===== src/rtl/pipe_hazard_ctrl_if.sv =====
// rtl/pipe_hazard_ctrl_if.sv - hazard inputs and segment control outputs of the pipeline controller
interface pipe_hazard_ctrl_if;
  // Hazard sources presented by the pipeline
  logic        id_rs_ren;
  logic        id_rt_ren;
  logic [4:0]  id_rs;
  logic [4:0]  id_rt;
  logic        ex_load;
  logic        ex_regwen;
  logic [4:0]  ex_wreg;
  logic        ex_mult;
  logic        ex_div;
  logic        inst_req_wait;
  logic        data_req_wait;
  logic        ex_bp_miss;
  logic        wb_flush;
  // Segment controls and status returned by the controller
  logic        pc_stall;
  logic        if_id_stall;
  logic        if_id_refresh;
  logic        id_ex_stall;
  logic        id_ex_refresh;
  logic        ex_mem_stall;
  logic        ex_mem_refresh;
  logic        mem_wb_stall;
  logic        mem_wb_refresh;
  logic        md_busy;
  logic        md_done;
  logic [31:0] perf_stall_cnt;

  // Pipeline side: reports hazards, obeys the control vector
  modport master (
    output id_rs_ren, id_rt_ren, id_rs, id_rt,
    output ex_load, ex_regwen, ex_wreg, ex_mult, ex_div,
    output inst_req_wait, data_req_wait, ex_bp_miss, wb_flush,
    input  pc_stall, if_id_stall, if_id_refresh, id_ex_stall, id_ex_refresh,
    input  ex_mem_stall, ex_mem_refresh, mem_wb_stall, mem_wb_refresh,
    input  md_busy, md_done, perf_stall_cnt
  );

  // Controller side
  modport slave (
    input  id_rs_ren, id_rt_ren, id_rs, id_rt,
    input  ex_load, ex_regwen, ex_wreg, ex_mult, ex_div,
    input  inst_req_wait, data_req_wait, ex_bp_miss, wb_flush,
    output pc_stall, if_id_stall, if_id_refresh, id_ex_stall, id_ex_refresh,
    output ex_mem_stall, ex_mem_refresh, mem_wb_stall, mem_wb_refresh,
    output md_busy, md_done, perf_stall_cnt
  );
endinterface


===== src/rtl/pipe_hazard_ctrl.sv =====
// rtl/pipe_hazard_ctrl.sv - priority-resolved stall/refresh controller with mult/div occupancy FSM
module pipe_hazard_ctrl #(
  parameter int MULT_CYCLES = 2,
  parameter int DIV_CYCLES  = 33
) (
  input  logic              clk,
  input  logic              resetn,
  pipe_hazard_ctrl_if.slave hz
);

  localparam int MAX_CYCLES = (DIV_CYCLES > MULT_CYCLES) ? DIV_CYCLES : MULT_CYCLES;
  localparam int CNT_W      = $clog2(MAX_CYCLES + 1);

  typedef enum logic [1:0] {MD_IDLE, MD_BUSY, MD_DONE} md_state_t;

  md_state_t        md_state;
  logic [CNT_W-1:0] md_cnt;
  logic             md_busy_q;
  logic             md_done_q;
  logic             cancel_q;
  logic [31:0]      perf_q;

  logic load_use;
  logic pc_hold;
  logic cancel_set;
  logic cancel_drop;
  logic pc_stall_c;
  logic if_id_stall_c, if_id_refresh_c;
  logic id_ex_stall_c, id_ex_refresh_c;
  logic ex_mem_stall_c, ex_mem_refresh_c;
  logic mem_wb_stall_c, mem_wb_refresh_c;

  assign load_use = hz.ex_load && hz.ex_regwen && (hz.ex_wreg != 5'd0) &&
                    ((hz.id_rs_ren && (hz.id_rs == hz.ex_wreg)) ||
                     (hz.id_rt_ren && (hz.id_rt == hz.ex_wreg)));

  // PC held by a hazard other than the fetch wait itself; the fetch wait must not
  // block a mispredict redirect from arming the cancel flag.
  assign pc_hold = !hz.wb_flush && (hz.data_req_wait || md_busy_q || load_use);

  assign cancel_set  = hz.inst_req_wait && (hz.wb_flush || (hz.ex_bp_miss && !pc_hold));
  // The stale fetch is dropped on the first cycle the fetch is complete and IF/ID is
  // free to take a bubble; if IF/ID is held, the drop waits so ID is not destroyed.
  assign cancel_drop = cancel_q && !hz.inst_req_wait && !pc_hold;

  // Resolve the hazards in priority order into one control vector
  always_comb begin
    pc_stall_c       = 1'b0;
    if_id_stall_c    = 1'b0;
    if_id_refresh_c  = 1'b0;
    id_ex_stall_c    = 1'b0;
    id_ex_refresh_c  = 1'b0;
    ex_mem_stall_c   = 1'b0;
    ex_mem_refresh_c = 1'b0;
    mem_wb_stall_c   = 1'b0;
    mem_wb_refresh_c = 1'b0;
    if (!resetn || hz.wb_flush) begin
      if_id_refresh_c  = 1'b1;
      id_ex_refresh_c  = 1'b1;
      ex_mem_refresh_c = 1'b1;
      mem_wb_refresh_c = 1'b1;
    end else if (hz.data_req_wait) begin
      pc_stall_c       = 1'b1;
      if_id_stall_c    = 1'b1;
      id_ex_stall_c    = 1'b1;
      ex_mem_stall_c   = 1'b1;
      mem_wb_refresh_c = 1'b1;
    end else if (md_busy_q) begin
      pc_stall_c       = 1'b1;
      if_id_stall_c    = 1'b1;
      id_ex_stall_c    = 1'b1;
      ex_mem_refresh_c = 1'b1;
    end else if (load_use) begin
      pc_stall_c      = 1'b1;
      if_id_stall_c   = 1'b1;
      id_ex_refresh_c = 1'b1;
    end else if (hz.inst_req_wait) begin
      pc_stall_c      = 1'b1;
      if_id_refresh_c = 1'b1;
    end else if (hz.ex_bp_miss) begin
      if_id_refresh_c = 1'b1;
    end
    if (cancel_drop) begin
      if_id_refresh_c = 1'b1;
    end
  end

  // Mult/div occupancy: IDLE -> BUSY (count down) -> DONE (held while MEM waits)
  always_ff @(posedge clk or negedge resetn) begin
    if (!resetn) begin
      md_state  <= MD_IDLE;
      md_cnt    <= '0;
      md_busy_q <= 1'b0;
      md_done_q <= 1'b0;
    end else if (hz.wb_flush) begin
      md_state  <= MD_IDLE;
      md_cnt    <= '0;
      md_busy_q <= 1'b0;
      md_done_q <= 1'b0;
    end else begin
      case (md_state)
        MD_IDLE: begin
          if (hz.ex_mult || hz.ex_div) begin
            md_state  <= MD_BUSY;
            md_busy_q <= 1'b1;
            md_cnt    <= hz.ex_div ? CNT_W'(DIV_CYCLES - 1) : CNT_W'(MULT_CYCLES - 1);
          end
        end
        MD_BUSY: begin
          if (md_cnt == '0) begin
            md_state  <= MD_DONE;
            md_busy_q <= 1'b0;
            md_done_q <= 1'b1;
          end else begin
            md_cnt <= md_cnt - CNT_W'(1);
          end
        end
        MD_DONE: begin
          if (!hz.data_req_wait) begin
            md_state  <= MD_IDLE;
            md_done_q <= 1'b0;
          end
        end
        default: begin
          md_state  <= MD_IDLE;
          md_busy_q <= 1'b0;
          md_done_q <= 1'b0;
        end
      endcase
    end
  end

  // Stale-fetch cancel flag; a new set outranks the clear in the same cycle
  always_ff @(posedge clk or negedge resetn) begin
    if (!resetn) begin
      cancel_q <= 1'b0;
    end else if (cancel_set) begin
      cancel_q <= 1'b1;
    end else if (cancel_drop) begin
      cancel_q <= 1'b0;
    end
  end

  // Count PC-stalled cycles, wrapping naturally at 32 bits
  always_ff @(posedge clk or negedge resetn) begin
    if (!resetn) begin
      perf_q <= 32'd0;
    end else if (pc_stall_c) begin
      perf_q <= perf_q + 32'd1;
    end
  end

  assign hz.pc_stall       = pc_stall_c;
  assign hz.if_id_stall    = if_id_stall_c;
  assign hz.if_id_refresh  = if_id_refresh_c;
  assign hz.id_ex_stall    = id_ex_stall_c;
  assign hz.id_ex_refresh  = id_ex_refresh_c;
  assign hz.ex_mem_stall   = ex_mem_stall_c;
  assign hz.ex_mem_refresh = ex_mem_refresh_c;
  assign hz.mem_wb_stall   = mem_wb_stall_c;
  assign hz.mem_wb_refresh = mem_wb_refresh_c;
  assign hz.md_busy        = md_busy_q;
  assign hz.md_done        = md_done_q;
  assign hz.perf_stall_cnt = perf_q;

endmodule

===== src/flat_wrapper.sv =====
// flat-port wrapper written by rule: the top's interface ports become plain ports
module pipe_hazard_ctrl_flat 
#(
  parameter int MULT_CYCLES = 2,
  parameter int DIV_CYCLES  = 33
)
  (clk, resetn, hz_id_rs_ren, hz_id_rt_ren, hz_id_rs, hz_id_rt, hz_ex_load, hz_ex_regwen, hz_ex_wreg, hz_ex_mult, hz_ex_div, hz_inst_req_wait, hz_data_req_wait, hz_ex_bp_miss, hz_wb_flush, hz_pc_stall, hz_if_id_stall, hz_if_id_refresh, hz_id_ex_stall, hz_id_ex_refresh, hz_ex_mem_stall, hz_ex_mem_refresh, hz_mem_wb_stall, hz_mem_wb_refresh, hz_md_busy, hz_md_done, hz_perf_stall_cnt);
  pipe_hazard_ctrl_if hz_i ();
  input  logic clk;
  input  logic resetn;
  input wire logic [$bits(hz_i.id_rs_ren)-1:0] hz_id_rs_ren;
  input wire logic [$bits(hz_i.id_rt_ren)-1:0] hz_id_rt_ren;
  input wire logic [$bits(hz_i.id_rs)-1:0] hz_id_rs;
  input wire logic [$bits(hz_i.id_rt)-1:0] hz_id_rt;
  input wire logic [$bits(hz_i.ex_load)-1:0] hz_ex_load;
  input wire logic [$bits(hz_i.ex_regwen)-1:0] hz_ex_regwen;
  input wire logic [$bits(hz_i.ex_wreg)-1:0] hz_ex_wreg;
  input wire logic [$bits(hz_i.ex_mult)-1:0] hz_ex_mult;
  input wire logic [$bits(hz_i.ex_div)-1:0] hz_ex_div;
  input wire logic [$bits(hz_i.inst_req_wait)-1:0] hz_inst_req_wait;
  input wire logic [$bits(hz_i.data_req_wait)-1:0] hz_data_req_wait;
  input wire logic [$bits(hz_i.ex_bp_miss)-1:0] hz_ex_bp_miss;
  input wire logic [$bits(hz_i.wb_flush)-1:0] hz_wb_flush;
  output wire logic [$bits(hz_i.pc_stall)-1:0] hz_pc_stall;
  output wire logic [$bits(hz_i.if_id_stall)-1:0] hz_if_id_stall;
  output wire logic [$bits(hz_i.if_id_refresh)-1:0] hz_if_id_refresh;
  output wire logic [$bits(hz_i.id_ex_stall)-1:0] hz_id_ex_stall;
  output wire logic [$bits(hz_i.id_ex_refresh)-1:0] hz_id_ex_refresh;
  output wire logic [$bits(hz_i.ex_mem_stall)-1:0] hz_ex_mem_stall;
  output wire logic [$bits(hz_i.ex_mem_refresh)-1:0] hz_ex_mem_refresh;
  output wire logic [$bits(hz_i.mem_wb_stall)-1:0] hz_mem_wb_stall;
  output wire logic [$bits(hz_i.mem_wb_refresh)-1:0] hz_mem_wb_refresh;
  output wire logic [$bits(hz_i.md_busy)-1:0] hz_md_busy;
  output wire logic [$bits(hz_i.md_done)-1:0] hz_md_done;
  output wire logic [$bits(hz_i.perf_stall_cnt)-1:0] hz_perf_stall_cnt;
  assign hz_i.id_rs_ren = hz_id_rs_ren;
  assign hz_i.id_rt_ren = hz_id_rt_ren;
  assign hz_i.id_rs = hz_id_rs;
  assign hz_i.id_rt = hz_id_rt;
  assign hz_i.ex_load = hz_ex_load;
  assign hz_i.ex_regwen = hz_ex_regwen;
  assign hz_i.ex_wreg = hz_ex_wreg;
  assign hz_i.ex_mult = hz_ex_mult;
  assign hz_i.ex_div = hz_ex_div;
  assign hz_i.inst_req_wait = hz_inst_req_wait;
  assign hz_i.data_req_wait = hz_data_req_wait;
  assign hz_i.ex_bp_miss = hz_ex_bp_miss;
  assign hz_i.wb_flush = hz_wb_flush;
  assign hz_pc_stall = hz_i.pc_stall;
  assign hz_if_id_stall = hz_i.if_id_stall;
  assign hz_if_id_refresh = hz_i.if_id_refresh;
  assign hz_id_ex_stall = hz_i.id_ex_stall;
  assign hz_id_ex_refresh = hz_i.id_ex_refresh;
  assign hz_ex_mem_stall = hz_i.ex_mem_stall;
  assign hz_ex_mem_refresh = hz_i.ex_mem_refresh;
  assign hz_mem_wb_stall = hz_i.mem_wb_stall;
  assign hz_mem_wb_refresh = hz_i.mem_wb_refresh;
  assign hz_md_busy = hz_i.md_busy;
  assign hz_md_done = hz_i.md_done;
  assign hz_perf_stall_cnt = hz_i.perf_stall_cnt;
  pipe_hazard_ctrl #(.MULT_CYCLES(MULT_CYCLES), .DIV_CYCLES(DIV_CYCLES)) u_core (.clk(clk), .resetn(resetn), .hz(hz_i));
endmodule

===== config.mk =====
export PLATFORM = sky130hd
export DESIGN_NAME = pipe_hazard_ctrl_flat
export DESIGN_NICKNAME = d
export VERILOG_FILES = /design/src/rtl/pipe_hazard_ctrl_if.sv /design/src/rtl/pipe_hazard_ctrl.sv /design/src/flat_wrapper.sv
export SDC_FILE = /design/constraint.sdc
export NUM_CORES = 1
export LEC_CHECK = 0
export CORE_ASPECT_RATIO = 1.1
export CORE_UTILIZATION = 30
export DETAILED_ROUTE_END_ITERATION = 10
export GPL_ROUTABILITY_DRIVEN = 0
export SLEW_MARGIN = 20
export SYNTH_ARGS = -nofsm -noshare
export SYNTH_HDL_FRONTEND = slang
export SYNTH_SLANG_ARGS = --single-unit

===== constraint.sdc =====
create_clock -name clk -period 2 [get_ports clk]
set_input_delay 0.2 -clock clk [delete_from_list [all_inputs] [get_ports clk]]
set_output_delay 0.2 -clock clk [all_outputs]
set_load 0.05 [all_outputs]

==> results <==
- The run finished with clean final reports.
- The highest layer touched by signal routing is met3.
- The via density per instance is 4.82.
- The slowest stage of the critical path is the sky130_fd_sc_hd__clkdlybuf4s50_1 cell.
- The number of vias in the routed layout is 2174.
- The met2 wirelength from detailed routing is 3260 um.
- Timing analysis after detailed placement gives a worst setup slack of -0.516 ns.
- The total of buffers placed on input and output ports is 68.
- During synthesis, Yosys emitted a total of 0 warnings.
- The routed wirelength normalized by instance count is 13.9 um.
- The final critical path takes up 97.6% of the cycle.
- The async set or reset register ratio after synthesis is 100%.
- The tool flagged a number of max-cap violations equal to 0.
- The number of nets handed over by synthesis was 280.
- In this run the biggest area consumer among cell types represents 45.8% of the synthesized area.
- The number of different library cells used by synthesis comes to 44.
- The average instance in the mapped netlist occupies 9.40 um2.
- The static leakage is 0.00169 uW.
- Setup repair after global routing could not meet its margin everywhere.
- The final layout contains 375 nets.
- Counting tap cells, the placed design contains a total of 440 instances.
- The number of rows in the core area is 33.
- Of all nets on the critical path, the largest fanout is 16.
- The CTS tree is done.
- The half-perimeter wire length of the detailed placement result is 4570 um.
- In the final layout, flip-flops and latches occupy 1090 um2.
- The deepest clock path buffer count is 2.
- The count of nets left with antenna violations once routing finished came out at 0.
- The least setup slack across all paths after layout is 0.0486 ns.
- The fraction of final layout cells with drive strength greater than 1 is 24.3%.
- The share of the yosys chip area belonging to registers is 45.8%.
- Across every metal layer, demand over resource in global routing totals 15.9%.
- The max-slew violation count is 0.
- The maximum clock frequency is 0.512 GHz.
- The wire length after detailed routing is 6260 um.
- The flip-flop cell with the highest count after synthesis is sky130_fd_sc_hd__dfrtp_1.
- In the routed design, unresolved DRC markers number 0.
- The final number of setup-violating endpoints is 0.
- The largest single stage delay on the critical path is 0.47 ns.
- The synthesized instance count is 250.
- The cell type with the highest aggregate area in the netlist is sky130_fd_sc_hd__dfrtp_1.
- Clock skew on the completed layout was measured at 0.00618 ns.
- The post-route non-filler standard cell count is 451.
- The count of flip-flops with a built-in enable after synthesis is 0.
- The multi-input combinational cells in the finished layout cover a total of 1430 um2.
- Traced cell by cell, the critical path runs through clkdlybuf4s50_1 -> xnor2_1 -> nand4_1 -> o22ai_2 -> a2111oi_4 -> buf_6 -> buf_4 -> buf_12 -> nor4_4 -> xor2_1.
- Ranked by total cell area, the synthesized netlist is headed by sky130_fd_sc_hd__dfrtp_1 46%, sky130_fd_sc_hd__xor2_1 11%, sky130_fd_sc_hd__nand2_1 4.3%.
- The number of flip-flops and latches in the synthesized netlist is 43.
- The number of global-route vias before repair was 2084.
- The global-route wire length before repair is 10100 um.
- The largest net degree at the start of global routing is 38.
- The total power is 3790 uW.
- The source-to-sink clock delay at the later pin of the worst-skew pair is 0.29 ns.
- Buffers inserted during clock tree synthesis total 5.
- The slew at the pin closest to its max-slew limit is 0.524 ns.
- The deepest level of the CTS H-tree is 2.
- 70 I/O pins were placed.
- The initial utilization of the core area, before any placement, comes to 31.3%.
- The core occupancy in the finished layout is 50.3%.
- The final-layout worst hold slack is 0.296 ns.
- The TritonCTS sink count is 43.
- The number of antenna violations at the first check in global routing came to 0.
- The min-delay analysis places its worst path in the category in2async.
- The die width is 86.4 um.
- Across the VDD grid, the largest voltage drop is 0.533 mV.
- The mapped cell area is 2350 um2.
- The worst slew margin relative to its limit is 65.0%.
- The worst setup path is launched from an input pin.
- The worst setup path is captured at a register.
- The setup check on the worst reg-to-reg path leaves a slack of 0.10 ns.
- The first detailed-routing pass ran for 4 iterations.
- The power density over cell area is 1000 nW/um2.
- The critical path start-end classification is in2reg.
- The repair_antennas step left the layout with diodes totalling 0.
- The required arrival time at the worst endpoint is 2.22 ns.
- The die boundary height is 94.8 um.
- The critical path arrival is 2.17 ns.
- The placeable core region is 7510 um2.
- The post-route minimum period is 1.95 ns.
- Fill cells in the final layout number 713.
- The count of endpoints failing hold in the final timing report is 0.
- The detailed router put a total of 2720 um of wire on met1.
- The layout-stage area growth over the synthesis result is 60.8%.
- The buffer cell driving the clock tree root is sky130_fd_sc_hd__clkbuf_8.
- The final global-route overflow total is 0.
- The die covers 8190 um2.
- The amount of wire on met3 after detailed routing is 273 um.
- After the first detailed-routing iteration, the DRC count stood at 79.
- After clock tree synthesis, the clock-pin slew on the worst setup and hold paths is 0.09 ns.
stage by stage:
| step | instance area, um2 | setup TNS, ns |
|---|---|---|
| 2_1_floorplan | 2410 | -0.0999 |
| 4_1_cts | 3660 | 0 |
| 3_5_place_dp | 3440 | -16.23 |
| 3_3_place_gp | 3440 | -14.73 |
| 6_report | 3780 | 0 |
| 5_1_grt | 3780 | -0.0560 |
logic make-up after synthesis:
logic type,synth area share [%]
flip-flops,45.8
AND/OR/NAND/NOR,25.6
adder cells (fa/ha/maj),1.60
buffers and inverters,3.03
AO/OA/AOI/OAI,8.09
multiplexers,0.479
other,0.160
XOR/XNOR,15.3
worst paths after layout:
kind	from	to	cells after the start
worst max-delay path	hz_id_rt[0]	u_core.hz.perf_stall_cnt[27]$_DFFE_PN0P_	10
worst min-delay path	resetn	u_core.hz.perf_stall_cnt[14]$_DFFE_PN0P_	2
worst max register to register	u_core.hz.perf_stall_cnt[2]$_DFFE_PN0P_	u_core.hz.perf_stall_cnt[19]$_DFFE_PN0P_	7
worst min register to register	u_core.hz.perf_stall_cnt[31]$_DFFE_PN0P_	u_core.hz.perf_stall_cnt[31]$_DFFE_PN0P_	1
max in group asynchronous	resetn	u_core.hz.perf_stall_cnt[12]$_DFFE_PN0P_	3
min in group clk	u_core.hz.perf_stall_cnt[31]$_DFFE_PN0P_	u_core.hz.perf_stall_cnt[31]$_DFFE_PN0P_	1
power breakdown:
group          total [uW]  switching, uW  internal (uW)
clock                 805            306            499
sequential           1210            171           1040
combinational        1770           1050            729
total                3790           1520           2270
synth_stat cells (2+ instances only):
cell                       count
sky130_fd_sc_hd__a21oi_1       2
sky130_fd_sc_hd__a22oi_1       2
sky130_fd_sc_hd__and3_1        5
sky130_fd_sc_hd__buf_2         3
sky130_fd_sc_hd__clkbuf_1      6
sky130_fd_sc_hd__dfrtp_1      43
sky130_fd_sc_hd__ha_1          3
sky130_fd_sc_hd__inv_1         6
sky130_fd_sc_hd__nand2_1      27
sky130_fd_sc_hd__nand2b_1      3
sky130_fd_sc_hd__nand3_1      10
sky130_fd_sc_hd__nand4_1       9
sky130_fd_sc_hd__nor2_1       22
sky130_fd_sc_hd__nor2b_1       3
sky130_fd_sc_hd__nor3_1       20
sky130_fd_sc_hd__nor3b_1       2
sky130_fd_sc_hd__nor4_1       11
sky130_fd_sc_hd__o21ai_0       6
sky130_fd_sc_hd__o41ai_1       3
sky130_fd_sc_hd__xnor2_1      11
sky130_fd_sc_hd__xor2_1       30
flip-flops by register name, indices dropped and copies added (netlist names):
signal                    flops
u_core.hz.perf_stall_cnt     32
u_core.md_cnt                 6
u_core.md_state               2
u_core.cancel_q               1
u_core.hz.md_busy             1
u_core.hz.md_done             1
final cells by class:
cell class	count	share of cell area [%]
tap	105	3.48
clock buffer	6	1.92
multi-input combinational	190	37.8
timing repair buffer	99	25.8
inverter	6	0.596
clock inverter	2	1.59
sequential	43	28.8
per-layer routing:
| layer | vias up | GRT usage (%) |
|---|---|---|
| met5 | - | 0 |
| met4 | 0 | 3.75 |
| met3 | 0 | 3.06 |
| met2 | 47 | 27.9 |
| met1 | 1063 | 20.0 |
| li1 | 1064 | - |
timing repair:
item / in CTS / in global routing
setup buffers: 2 / 0
endpoints found under the hold margin: 6 / 0
pin swaps: 7 / 23
hold buffers: 1 / 0
resized for setup: 26 / 21
setup endpoints to repair: 35 / 22
worst max-delay path, delay by kind of cell:
kind	cells	cell delay [ns]
AO/OA/AOI/OAI	2	0.33
XOR/XNOR	2	0.29
AND/OR/NAND/NOR	2	0.42
buffers and inverters	4	0.92
placed cells by master (no fill, tap or decap), types with 5 or more instances in the layout:
| cell | netlist | final |
|---|---|---|
| sky130_fd_sc_hd__clkdlybuf4s50_1 | 0 | 48 |
| sky130_fd_sc_hd__dfrtp_1 | 43 | 32 |
| sky130_fd_sc_hd__xor2_1 | 30 | 30 |
| sky130_fd_sc_hd__buf_4 | 1 | 30 |
| sky130_fd_sc_hd__nand2_1 | 27 | 26 |
| sky130_fd_sc_hd__nor2_1 | 22 | 21 |
| sky130_fd_sc_hd__nor3_1 | 20 | 20 |
| sky130_fd_sc_hd__xnor2_1 | 11 | 11 |
| sky130_fd_sc_hd__dfrtp_2 | 0 | 11 |
| sky130_fd_sc_hd__nand3_1 | 10 | 10 |
| sky130_fd_sc_hd__nand4_1 | 9 | 9 |
| sky130_fd_sc_hd__nor4_4 | 0 | 9 |
| sky130_fd_sc_hd__inv_1 | 6 | 6 |
| sky130_fd_sc_hd__dlymetal6s2s_1 | 0 | 6 |
| sky130_fd_sc_hd__buf_12 | 0 | 6 |
| sky130_fd_sc_hd__and3_1 | 5 | 5 |
| sky130_fd_sc_hd__o21ai_0 | 6 | 5 |
| sky130_fd_sc_hd__clkbuf_8 | 0 | 5 |
Note: power is estimated with default switching activity, not from simulation.
